$ cat src/rtl/rhythm_pkg.sv
// Shared types and constants for the rhythm game lane logic: judgement codes,
// chart word layout, note type encodings and the lane FSM state set.
package rhythm_pkg;

  // Judgement code carried on judge_result; NONE means "no judgement this cycle".
  typedef enum logic [1:0] {
    NONE    = 2'd0,
    PERFECT = 2'd1,
    GOOD    = 2'd2,
    MISS    = 2'd3
  } judge_t;

  // Lane FSM states.
  typedef enum logic [1:0] {
    IDLE = 2'd0,
    RUN  = 2'd1,
    HOLD = 2'd2,
    DONE = 2'd3
  } state_t;

  // Chart word layout: [15:14] note type, [13:0] frame time.
  localparam int NOTE_TIME_W   = 14;
  localparam int NOTE_TYPE_MSB = 15;
  localparam int NOTE_TYPE_LSB = 14;

  // Note type encodings; 2'b11 is reserved and played as a TAP.
  localparam logic [1:0] NOTE_TAP        = 2'b00;
  localparam logic [1:0] NOTE_HOLD_START = 2'b01;
  localparam logic [1:0] NOTE_HOLD_END   = 2'b10;

  // Saturating increment for the 10-bit combo and statistics counters.
  function automatic logic [9:0] sat_inc10(input logic [9:0] v);
    return (v == 10'd1023) ? v : v + 10'd1;
  endfunction

endpackage

$ cat src/rtl/judge_window.sv
// Timing window classifier: compares the song frame count against a note's
// frame time and reports the in-window judgement plus late/early/reached flags.
module judge_window
  import rhythm_pkg::*;
#(
  parameter int PERFECT_WIN = 3,
  parameter int GOOD_WIN    = 6
) (
  input  logic [NOTE_TIME_W-1:0] song_time,
  input  logic [NOTE_TIME_W-1:0] note_time,
  output judge_t                 hit,
  output logic                   late,
  output logic                   early,
  output logic                   reached
);

  localparam logic signed [NOTE_TIME_W:0] GOOD_S    = (NOTE_TIME_W+1)'(GOOD_WIN);
  localparam logic        [NOTE_TIME_W:0] PERFECT_U = (NOTE_TIME_W+1)'(PERFECT_WIN);
  localparam logic        [NOTE_TIME_W:0] GOOD_U    = (NOTE_TIME_W+1)'(GOOD_WIN);

  logic signed [NOTE_TIME_W:0] diff;
  logic        [NOTE_TIME_W:0] mag;

  // Signed distance from the note (positive = player is late) and its magnitude.
  always_comb begin
    diff = signed'({1'b0, song_time} - {1'b0, note_time});
    mag  = diff[NOTE_TIME_W] ? unsigned'(-diff) : unsigned'(diff);
  end

  // Classify the distance into a judgement and the out-of-window flags.
  always_comb begin
    hit = NONE;
    if (mag <= PERFECT_U) begin
      hit = PERFECT;
    end else if (mag <= GOOD_U) begin
      hit = GOOD;
    end
    late    = (diff > GOOD_S);
    early   = (diff < -GOOD_S);
    reached = ~diff[NOTE_TIME_W];
  end

endmodule

$ cat src/rtl/lane_judge.sv
// Per-lane judgement engine. Walks the lane chart ROM, judges each note against
// the song frame count and the lane key, and reports judgements, hold status
// and the running combo.
// Optional build macro LANE_JUDGE_STATS_EN adds n_perfect/n_good/n_miss and
// max_combo statistics outputs; without it those ports do not exist.
//
// Output protocol: judge_valid is a single-cycle pulse with no backpressure;
// judge_result is meaningful in that cycle and holds its value afterwards.
module lane_judge
  import rhythm_pkg::*;
#(
  parameter int PERFECT_WIN = 3,
  parameter int GOOD_WIN    = 6,
  parameter int NUM_NOTES   = 128,
  parameter int ADDR_W      = 8
) (
  input  logic                   Clk,
  input  logic                   Reset,
  input  logic                   start,
  input  logic [NOTE_TIME_W-1:0] song_time,
  input  logic                   key_down,
  input  logic [15:0]            note_word,
  output logic [ADDR_W-1:0]      addr,
  output logic                   judge_valid,
  output logic [1:0]             judge_result,
  output logic                   hold_active,
  output logic [9:0]             combo,
  output logic                   done,
`ifdef LANE_JUDGE_STATS_EN
  output logic [9:0]             n_perfect,
  output logic [9:0]             n_good,
  output logic [9:0]             n_miss,
  output logic [9:0]             max_combo,
`endif
  output state_t                 dbg_state
);

  localparam logic [ADDR_W-1:0] LAST_ADDR = ADDR_W'(NUM_NOTES);

  state_t            state, state_n;
  logic              key_q;
  logic [ADDR_W-1:0] addr_n;
  logic [9:0]        combo_n;
  logic              jv_n;
  logic [1:0]        jr_n;
  logic              hold_n;
  logic              done_n;
  judge_t            evt;

  logic [1:0]             note_type;
  logic [NOTE_TIME_W-1:0] note_time;
  logic                   press;
  judge_t                 hit;
  logic                   late;
  logic                   early;
  logic                   reached;

`ifdef LANE_JUDGE_STATS_EN
  logic [9:0] n_perfect_n, n_good_n, n_miss_n, max_combo_n;
`endif

  assign note_type = note_word[NOTE_TYPE_MSB:NOTE_TYPE_LSB];
  assign note_time = note_word[NOTE_TIME_W-1:0];
  assign press     = key_down & ~key_q;
  assign dbg_state = state;

  judge_window #(
    .PERFECT_WIN(PERFECT_WIN),
    .GOOD_WIN   (GOOD_WIN)
  ) u_window (
    .song_time(song_time),
    .note_time(note_time),
    .hit      (hit),
    .late     (late),
    .early    (early),
    .reached  (reached)
  );

  // Previous key level, used for press edge detection.
  always_ff @(posedge Clk or posedge Reset) begin
    if (Reset) begin
      key_q <= 1'b0;
    end else begin
      key_q <= key_down;
    end
  end

  // State and registered outputs.
  always_ff @(posedge Clk or posedge Reset) begin
    if (Reset) begin
      state        <= IDLE;
      addr         <= '0;
      combo        <= '0;
      judge_valid  <= 1'b0;
      judge_result <= 2'd0;
      hold_active  <= 1'b0;
      done         <= 1'b0;
`ifdef LANE_JUDGE_STATS_EN
      n_perfect    <= '0;
      n_good       <= '0;
      n_miss       <= '0;
      max_combo    <= '0;
`endif
    end else begin
      state        <= state_n;
      addr         <= addr_n;
      combo        <= combo_n;
      judge_valid  <= jv_n;
      judge_result <= jr_n;
      hold_active  <= hold_n;
      done         <= done_n;
`ifdef LANE_JUDGE_STATS_EN
      n_perfect    <= n_perfect_n;
      n_good       <= n_good_n;
      n_miss       <= n_miss_n;
      max_combo    <= max_combo_n;
`endif
    end
  end

  // Next-state, judgement event selection and output updates.
  always_comb begin
    state_n = state;
    addr_n  = addr;
    combo_n = combo;
    jv_n    = 1'b0;
    jr_n    = judge_result;
    hold_n  = hold_active;
    done_n  = done;
    evt     = NONE;
`ifdef LANE_JUDGE_STATS_EN
    n_perfect_n = n_perfect;
    n_good_n    = n_good;
    n_miss_n    = n_miss;
    max_combo_n = max_combo;
`endif

    if (start) begin
      // A restart overrides anything the head note would have produced.
      state_n = RUN;
      addr_n  = '0;
      combo_n = '0;
      done_n  = 1'b0;
      hold_n  = 1'b0;
`ifdef LANE_JUDGE_STATS_EN
      n_perfect_n = '0;
      n_good_n    = '0;
      n_miss_n    = '0;
      max_combo_n = '0;
`endif
    end else begin
      case (state)
        RUN: begin
          if (addr == LAST_ADDR) begin
            state_n = DONE;
            done_n  = 1'b1;
          end else if (note_type == NOTE_HOLD_END) begin
            // Orphaned hold end: only the window expiry can retire it.
            if (late) begin
              evt = MISS;
            end
          end else begin
            // TAP, HOLD_START and reserved types are played as a hit.
            if (press && (hit != NONE)) begin
              evt = hit;
              if (note_type == NOTE_HOLD_START) begin
                state_n = HOLD;
                hold_n  = 1'b1;
              end
            end else if (late) begin
              evt = MISS;
            end
          end
        end
        HOLD: begin
          if (addr == LAST_ADDR) begin
            // Chart ended on a hold start; nothing left to close it.
            state_n = RUN;
            hold_n  = 1'b0;
          end else begin
            if (!key_down) begin
              // Let go: in-window release is graded, anything else misses.
              evt = (hit != NONE) ? hit : MISS;
            end else if (reached) begin
              evt = PERFECT;
            end
            if (evt != NONE) begin
              state_n = RUN;
              hold_n  = 1'b0;
            end
          end
        end
        default: begin
          // IDLE and DONE keep every output as it is.
        end
      endcase
    end

    if (evt != NONE) begin
      jv_n   = 1'b1;
      jr_n   = evt;
      addr_n = addr + ADDR_W'(1);
      if (evt == MISS) begin
        combo_n = '0;
      end else begin
        combo_n = sat_inc10(combo);
      end
`ifdef LANE_JUDGE_STATS_EN
      case (evt)
        PERFECT: n_perfect_n = sat_inc10(n_perfect);
        GOOD:    n_good_n    = sat_inc10(n_good);
        default: n_miss_n    = sat_inc10(n_miss);
      endcase
      if (combo_n > max_combo) begin
        max_combo_n = combo_n;
      end
`endif
    end
  end

endmodule

$ cat config.mk
export PLATFORM = sky130hd
export DESIGN_NAME = lane_judge
export DESIGN_NICKNAME = d
export VERILOG_FILES = /design/src/rtl/rhythm_pkg.sv /design/src/rtl/judge_window.sv /design/src/rtl/lane_judge.sv
export SDC_FILE = /design/constraint.sdc
export NUM_CORES = 1
export LEC_CHECK = 0
export BUFFER_PORTS_ARGS = -buffer_cell sky130_fd_sc_hd__buf_2
export CAP_MARGIN = 25
export CORE_MARGIN = 4
export CORE_UTILIZATION = 51
export DETAILED_ROUTE_END_ITERATION = 12
export PLACE_DENSITY = 0.89
export SLEW_MARGIN = 20
export SYNTH_ARGS = -nofsm -noshare
export SYNTH_HDL_FRONTEND = slang
export SYNTH_SLANG_ARGS = --single-unit
export TNS_END_PERCENT = 10
$ cat constraint.sdc
create_clock -name Clk -period 2.8 [get_ports Clk]
set_input_delay 0.42 -clock Clk [delete_from_list [all_inputs] [get_ports Clk]]
set_output_delay 0.42 -clock Clk [all_outputs]
set_load 0.02 [all_outputs]
# --- After elaboration in Yosys (flattened, before gate mapping) ---
# Cells that the tools add are included.
totals:
  elab_cells: 87
  input_bits: 34
  out_inout_bits: 25
  ff_bits: 26
op_classes:
  n_eq_ne: 16
  mux: 42
  magnitude_cmp: 3
  bitwise_logic: 2
  n_addsub: 4
  reduce_logical: 12
op_table:
  columns: ["cell", "n"]
  rows:
  - ["$mux 10", 4]
  - ["$mux 2", 20]
  - ["$mux 8", 2]
  - ["$ne 4x4->1 const B", 4]
  - ["$gt 15x4->1 const B", 1]
  - ["$le 15x2->1 const B", 1]
  - ["$le 15x3->1 const B", 1]
  - ["$mux 15", 1]
  - ["$ne 3x3->1 const B", 5]
  - ["$neg 15->15", 1]
  - ["$sub 14x14->15", 1]
  - ["$mux 1", 12]
  - ["$reduce_bool 2->1", 6]
  - ["$add 10x1->10 const B", 1]
  - ["$eq 10x10->1 const B", 1]
  - ["$add 8x1->8 const B", 1]
  - ["$eq 8x8->1 const B", 1]
  - ["$pmux 2 s2", 2]
  - ["$eq 2x2->1 const B", 3]
  - ["$reduce_and 6->1", 1]
  - ["$reduce_and 5->1", 1]
  - ["$eq 2x1->1 const B", 2]
  - ["$reduce_and 2->1", 2]
  - ["$reduce_bool 3->1", 1]
  - ["4 further kinds", 4]

# --- Longest topological paths before layout ---
logic_depth:
  depth_word: 18
  mapped_depth: 22
  mapped_depth_nobuf: 21

# --- Modules after synthesis ---
# From an unflattened synthesis, not the netlist that was laid out.
hier_totals:
  hier_cells: 372
  hier_area_um2: 2944.1
by_module_without_submodules:
  columns: ["mod", "n_inst", "seq_area_each_um2", "cells_each", "area_each_um2"]
  rows:
  - ["lane_judge", 1, 650.6, 172, 1554.0]
  - ["judge_window", 1, 0.0, 200, 1390.1]

# --- Worst setup path after synthesis ---
# OpenSTA, ideal clock, no wires.
synth_timing:
  kind: "in2reg"
  startpoint: "input port song_time[0]"
  endpoint: "register combo[8]"
  slack_ps: -2349
  setup_time_ps: 83
  required_ps: 2717
  cell_stages: 20
  arrival_ps: 5066
  n_path_buf: 1
  path_cell_list: "inv_1 -> ha_1 -> fa_1 -> nand2b_1 -> a21oi_1 -> xnor2_1 -> nand3_4 -> o31ai_2 -> xnor2_1 -> or4_1 -> or4b_1 -> o31ai_1 -> a41oi_1 -> or3_1 -> ha_1 -> or2_2 -> clkbuf_1 -> nor2_1 -> nand2_1 -> o21ai_0"
synth_via:
  elab_chain_cells: 18
  elab_cells_between_ends: 30
  cone_classes: "add/sub: 2; order compare: 3; eq/ne: 2; mux: 18; reduce/logical: 5"
synth_rtl:
  columns: ["item", "line_no", "rtl"]
  rows:
  - ["from (decl)", "lane_judge.sv:20", "input logic [NOTE_TIME_W-1:0] song_time,"]
  - ["$sub 14x14->15 (*)", "judge_window.sv:26", "diff = signed'({1'b0, song_time} - {1'b0, note_time});"]
  - ["$neg 15->15", "judge_window.sv:27", "mag = diff[NOTE_TIME_W] ? unsigned'(-diff) : unsigned'(diff);"]
  - ["$mux 15", "judge_window.sv:27", null]
  - ["$le 15x3->1", "judge_window.sv:35", "end else if (mag <= GOOD_U) begin"]
  - ["$mux 2", "judge_window.sv:35", null]
  - ["$mux 2", "judge_window.sv:33", "if (mag <= PERFECT_U) begin"]
  - ["$reduce_bool 2->1", "lane_judge.sv:164, lane_judge.sv:183", null]
  - ["$mux 2", "lane_judge.sv:183", "evt = (hit != NONE) ? hit : MISS;"]
  - ["[... 2 more ...]", null, null]
  - ["$mux 2", "lane_judge.sv:152", "case (state)"]
  - ["$mux 2", "lane_judge.sv:138", "if (start) begin"]
  - ["$mux 2", "lane_judge.sv:176", "if (addr == LAST_ADDR) begin"]
  - ["$pmux 2 s2 (*)", "lane_judge.sv:152", null]
  - ["$mux 2 (*)", "lane_judge.sv:138", null]
  - ["$eq 2x2->1 or $reduce_bool 2->1 (tied branches)", "lane_judge.sv:203, lane_judge.sv:199", null]
  - ["$ne 3x3->1 (no line) (tied with other cells)", null, null]
  - ["$reduce_and 2->1 (no line) or $mux 10 (tied branches)", null, null]
  - ["to (signal assigned)", "lane_judge.sv:107", "combo <= combo_n;"]
  - ["to (decl)", "lane_judge.sv:27", "output logic [9:0] combo,"]
# Mark *: on every way between the ends. The rest lies on a longest branch, timed or not. The select of a mux whose other input is x is not followed.
# A chain may end at the register's enable or synchronous reset.

# --- Worst setup path after layout ---
layout_timing:
  startpoint: "input port song_time[0]"
  endpoint: "register combo[3]"
layout_via:
  elab_chain_cells: 18
  elab_cells_between_ends: 30
  cone_classes: "add/sub: 2; order compare: 3; eq/ne: 2; mux: 18; reduce/logical: 5"
layout_rtl:
  columns: ["item", "line_no", "rtl"]
  rows:
  - ["$sub 14x14->15 (*)", "judge_window.sv:26", null]
  - ["$neg 15->15", "judge_window.sv:27", null]
  - ["$mux 15", "judge_window.sv:27", null]
  - ["$le 15x3->1", "judge_window.sv:35", null]
  - ["$mux 2", "judge_window.sv:35", null]
  - ["$mux 2", "judge_window.sv:33", null]
  - ["$reduce_bool 2->1", "lane_judge.sv:164, lane_judge.sv:183", null]
  - ["$mux 2", "lane_judge.sv:183", null]
  - ["[... 3 more ...]", null, null]
  - ["$mux 2", "lane_judge.sv:138", null]
  - ["$mux 2", "lane_judge.sv:176", null]
  - ["$pmux 2 s2 (*)", "lane_judge.sv:152", null]
  - ["$mux 2 (*)", "lane_judge.sv:138", null]
  - ["named net evt[0]", "lane_judge.sv:48", "judge_t evt;"]
  - ["$eq 2x2->1 or $reduce_bool 2->1 (tied branches)", "lane_judge.sv:203, lane_judge.sv:199", null]
  - ["$ne 3x3->1 (no line) (tied with other cells)", null, null]
  - ["$reduce_and 2->1 (no line) or $mux 10 (tied branches)", null, null]
# The timed path passes the listed nets; every way through them passes the cells marked *. The select of a mux whose other input is x is not followed.

==> results.toml <==
[floorplan]
die_w_um = 82.5
ioPinCount = 59
die_y_um = 82.5
start_util = 0.540
dieArea_sq_um = 6800
rows = 26
core_sq_um = 5240

[clock_tree]
cts_buffers = 3
clock_sinks = 26
clkLatencyLatePin_ps = 270
cts_tree = "done"
cts-root-buf = "clkbuf_8"
cts_buffer_depth = 2
htreeDepth = 1
path_clk_slew_ps = 90

[logic_synthesis]
syn_avg_cell_area_sq_um = 7.68
ys_top_cells_by_area = "dfrtp_1 (23%), ha_1 (10%), nand2_1 (5.6%)"
syn-cell-area_sq_um = 2830
yosysWarnings = 0
syn_nets = 426
synthArstFlopShare = 1.00
synth_area_leader_cell = "dfrtp_1"
synth.ff_latch_count = 26
yosysSeqAreaShare = 0.230
ys.flop_type = "dfrtp_1"
netlist.area_leader.share = 0.230
yosys.cell_types.count = 74
syn_inst = 368
synth_edf_count = 0

[power_and_ir_drop]
combPwrFrac = 0.606
internal_power_uw = 1100
switching_share = 0.418
leakagePower_uw = 0.00220
peakVddDrop_v = 0.000521
power_frac_clock = 0.168
p_per_area_nw_per_um2 = 418
p_seq_frac = 0.227
p_switching_uw = 793

[global_routing]
grt_antenna_before_repair = 0
grt_pass1_vias = 3778
grt-ovfl-total = 0
grt_usage = 0.332
grt_pass1_wl_um = 17800
grt_start_max_net_pins = 27

[timing]
rsz0062_at_grt = "true"
fin_crit_ps = 5210
finalHoldViolations = 0
clock-skew-final_ps = 2.75
maxSlewHeadroom = 0.337
finalSetupViolCount = 24
finalCritPeriodShare = 1.86
drv_slew = 0
worstMarginPinSlew_ps = 981
worst_slack_ps = -2410
fmax_mhz = 192

[placed_design]
place_congestion = 0.857
pre_cts_slack_ps = -2520
portBuffers = 58
dp_hpwl_um = 6960
dp_cells = 579

[setup_path]
cp-start-kind = "primary input"
worst_ep_required_time_ps = 2960
endpoint_kind = "register"
max_stage_delay_ps = 380
crit_top_cell = "buf_4"
cp_slowest_cell = "o211ai_1"
r2r_start = "key_q"
cp_max_fo = 5
path_delay_family = "compound AO/OA/AOI/OAI gates"
crit_type = "in2reg"
cp_data_arrival_time_ps = 5370
crit_chain = "buf_8, inv_12, ha_4, fa_2, nand2b_4, a211oi_4, o21a_1, buf_4, o211ai_1, nor3_1, nand4_1, o211ai_1, nor4b_2, o2111ai_1, a21o_1, buf_4, a211oi_1, ha_2, or2_4, buf_4, nor2b_1, o21ai_0, o21ai_1"
cp_num_buf_inv = 5
startpoint = "song_time[0]"

[final_layout]
area_delta_synth_final_pct = 60.4
final_cell_mix = "buf_4 (99), buf_2 (57), nand2_1 (37)"
utilization = 0.866
stdcell_count = 594
drive_gt1_frac = 0.477
diodes = 0
layout_commonest_cell = "buf_4"
nNetsFinal = 583

[route]
drt_iter0_markers = 857
post-route-drc-count = 14
drt_pass1_iterations = 13
wl_um = 13500
wire_per_inst_um = 22.7
vias = 4209
drtAntennaViolNets = 0
vias_per_cell = 7.09

[status]
violations = "design-rule violations, negative setup slack"
outcome = "finished with violations"

[job]
max_cap_violations = 0

[worst_hold_path]
min_path_type = "in2async"
==> metal layers <==
| metal | wire length, um | GRT usage |
|---|---|---|
| met2 | 5980 | 0.577 |
| met3 | 1760 | 0.0748 |
| met5 | 0 | 0 |
| met4 | 1380 | 0.179 |
| met1 | 4380 | 0.376 |
==> state kept, by name (all words and copies together) (netlist names) <==
| register | cells |
|---|---|
| dbg_state | 2 |
| addr | 8 |
| combo | 10 |
| hold_active | 1 |
| judge_result | 2 |
| done | 1 |
| judge_valid | 1 |
| key_q | 1 |
==> power by group through the flow <==
stage | Clock (uW) | Combinational [uW] | Sequential, uW
floorplan | 0 | 476 | 473
global placement | 0 | 846 | 429
detailed placement | 0 | 887 | 431
CTS | 317 | 973 | 423
global route | 333 | 1200 | 432
finish | 318 | 1150 | 430
==> path summary, 6_finish.rpt <==
check,endpoint,slack [ps],depth (start not counted)
max,combo[3],-2410,23
min,combo[4],60,2
max reg2reg,combo[3],-350,11
min reg2reg,done,490,2
max in group asynchronous,key_q,2350,3
min in group Clk,key_q,440,2
==> worst reg2reg max path: stages (launching register included) <==
cell	delay, ps
dfrtp_1	380
nor2b_1	320
o21ai_0	380
o31ai_4	350
a41oi_2	160
or3_4	370
ha_4	190
inv_4	70
nor2_4	40
a41o_4	290
or3_1	390
o21ai_1	130
==> per-stage QoR <==
stage / power (uW) / hold WS, ps / cell area (sq um) / setup TNS (ps)
2_1_floorplan: 949 / 451 / 3020 / -38970
3_3_place_gp: 1270 / 471 / 4040 / -44930
3_5_place_dp: 1320 / 478 / 4040 / -51290
4_1_cts: 1710 / 400 / 4370 / -39160
5_1_grt: 1960 / 70.1 / 4540 / -52480
6_report: 1900 / 64.4 / 4540 / -48770
==> logic make-up after synthesis <==
group                    Yosys count  synth area share
buffers and inverters             41            0.0571
multiplexers                       4            0.0146
AND/OR/NAND/NOR                  149             0.275
XOR/XNOR                          11            0.0341
adder cells (fa/ha/maj)           24             0.109
flip-flops                        26             0.230
AO/OA/AOI/OAI                    113             0.280
==> cell usage after synthesis, drive strengths merged, types with 7 or more instances <==
master	n
nand3	14
nand2	42
a211oi	8
o21ai	32
or3	7
nor2	30
clkbuf	9
a21o	7
nor3	11
ha	23
o211ai	7
dfrtp	26
inv	27
a21oi	16
==> final cells by class <==
cell class | instances | area (sq um)
Fill cell | 218 | 701
Tap cell | 70 | 87.6
Multi-Input combinational cell | 301 | 2440
Inverter | 27 | 119
Sequential cell | 26 | 651
Clock buffer | 3 | 41.3
Timing Repair Buffer | 166 | 1160
Clock inverter | 1 | 30.0
==> timing repair <==
item                                    CTS  global route
endpoints found under the setup margin   24            24
setup buffers                             5             4
pin swaps                                18            14
hold buffers                              0             0
resized for setup                        54            27
endpoints found under the hold margin     0             0
cloned                                    1             0
Power figures use the tool's default switching activity.
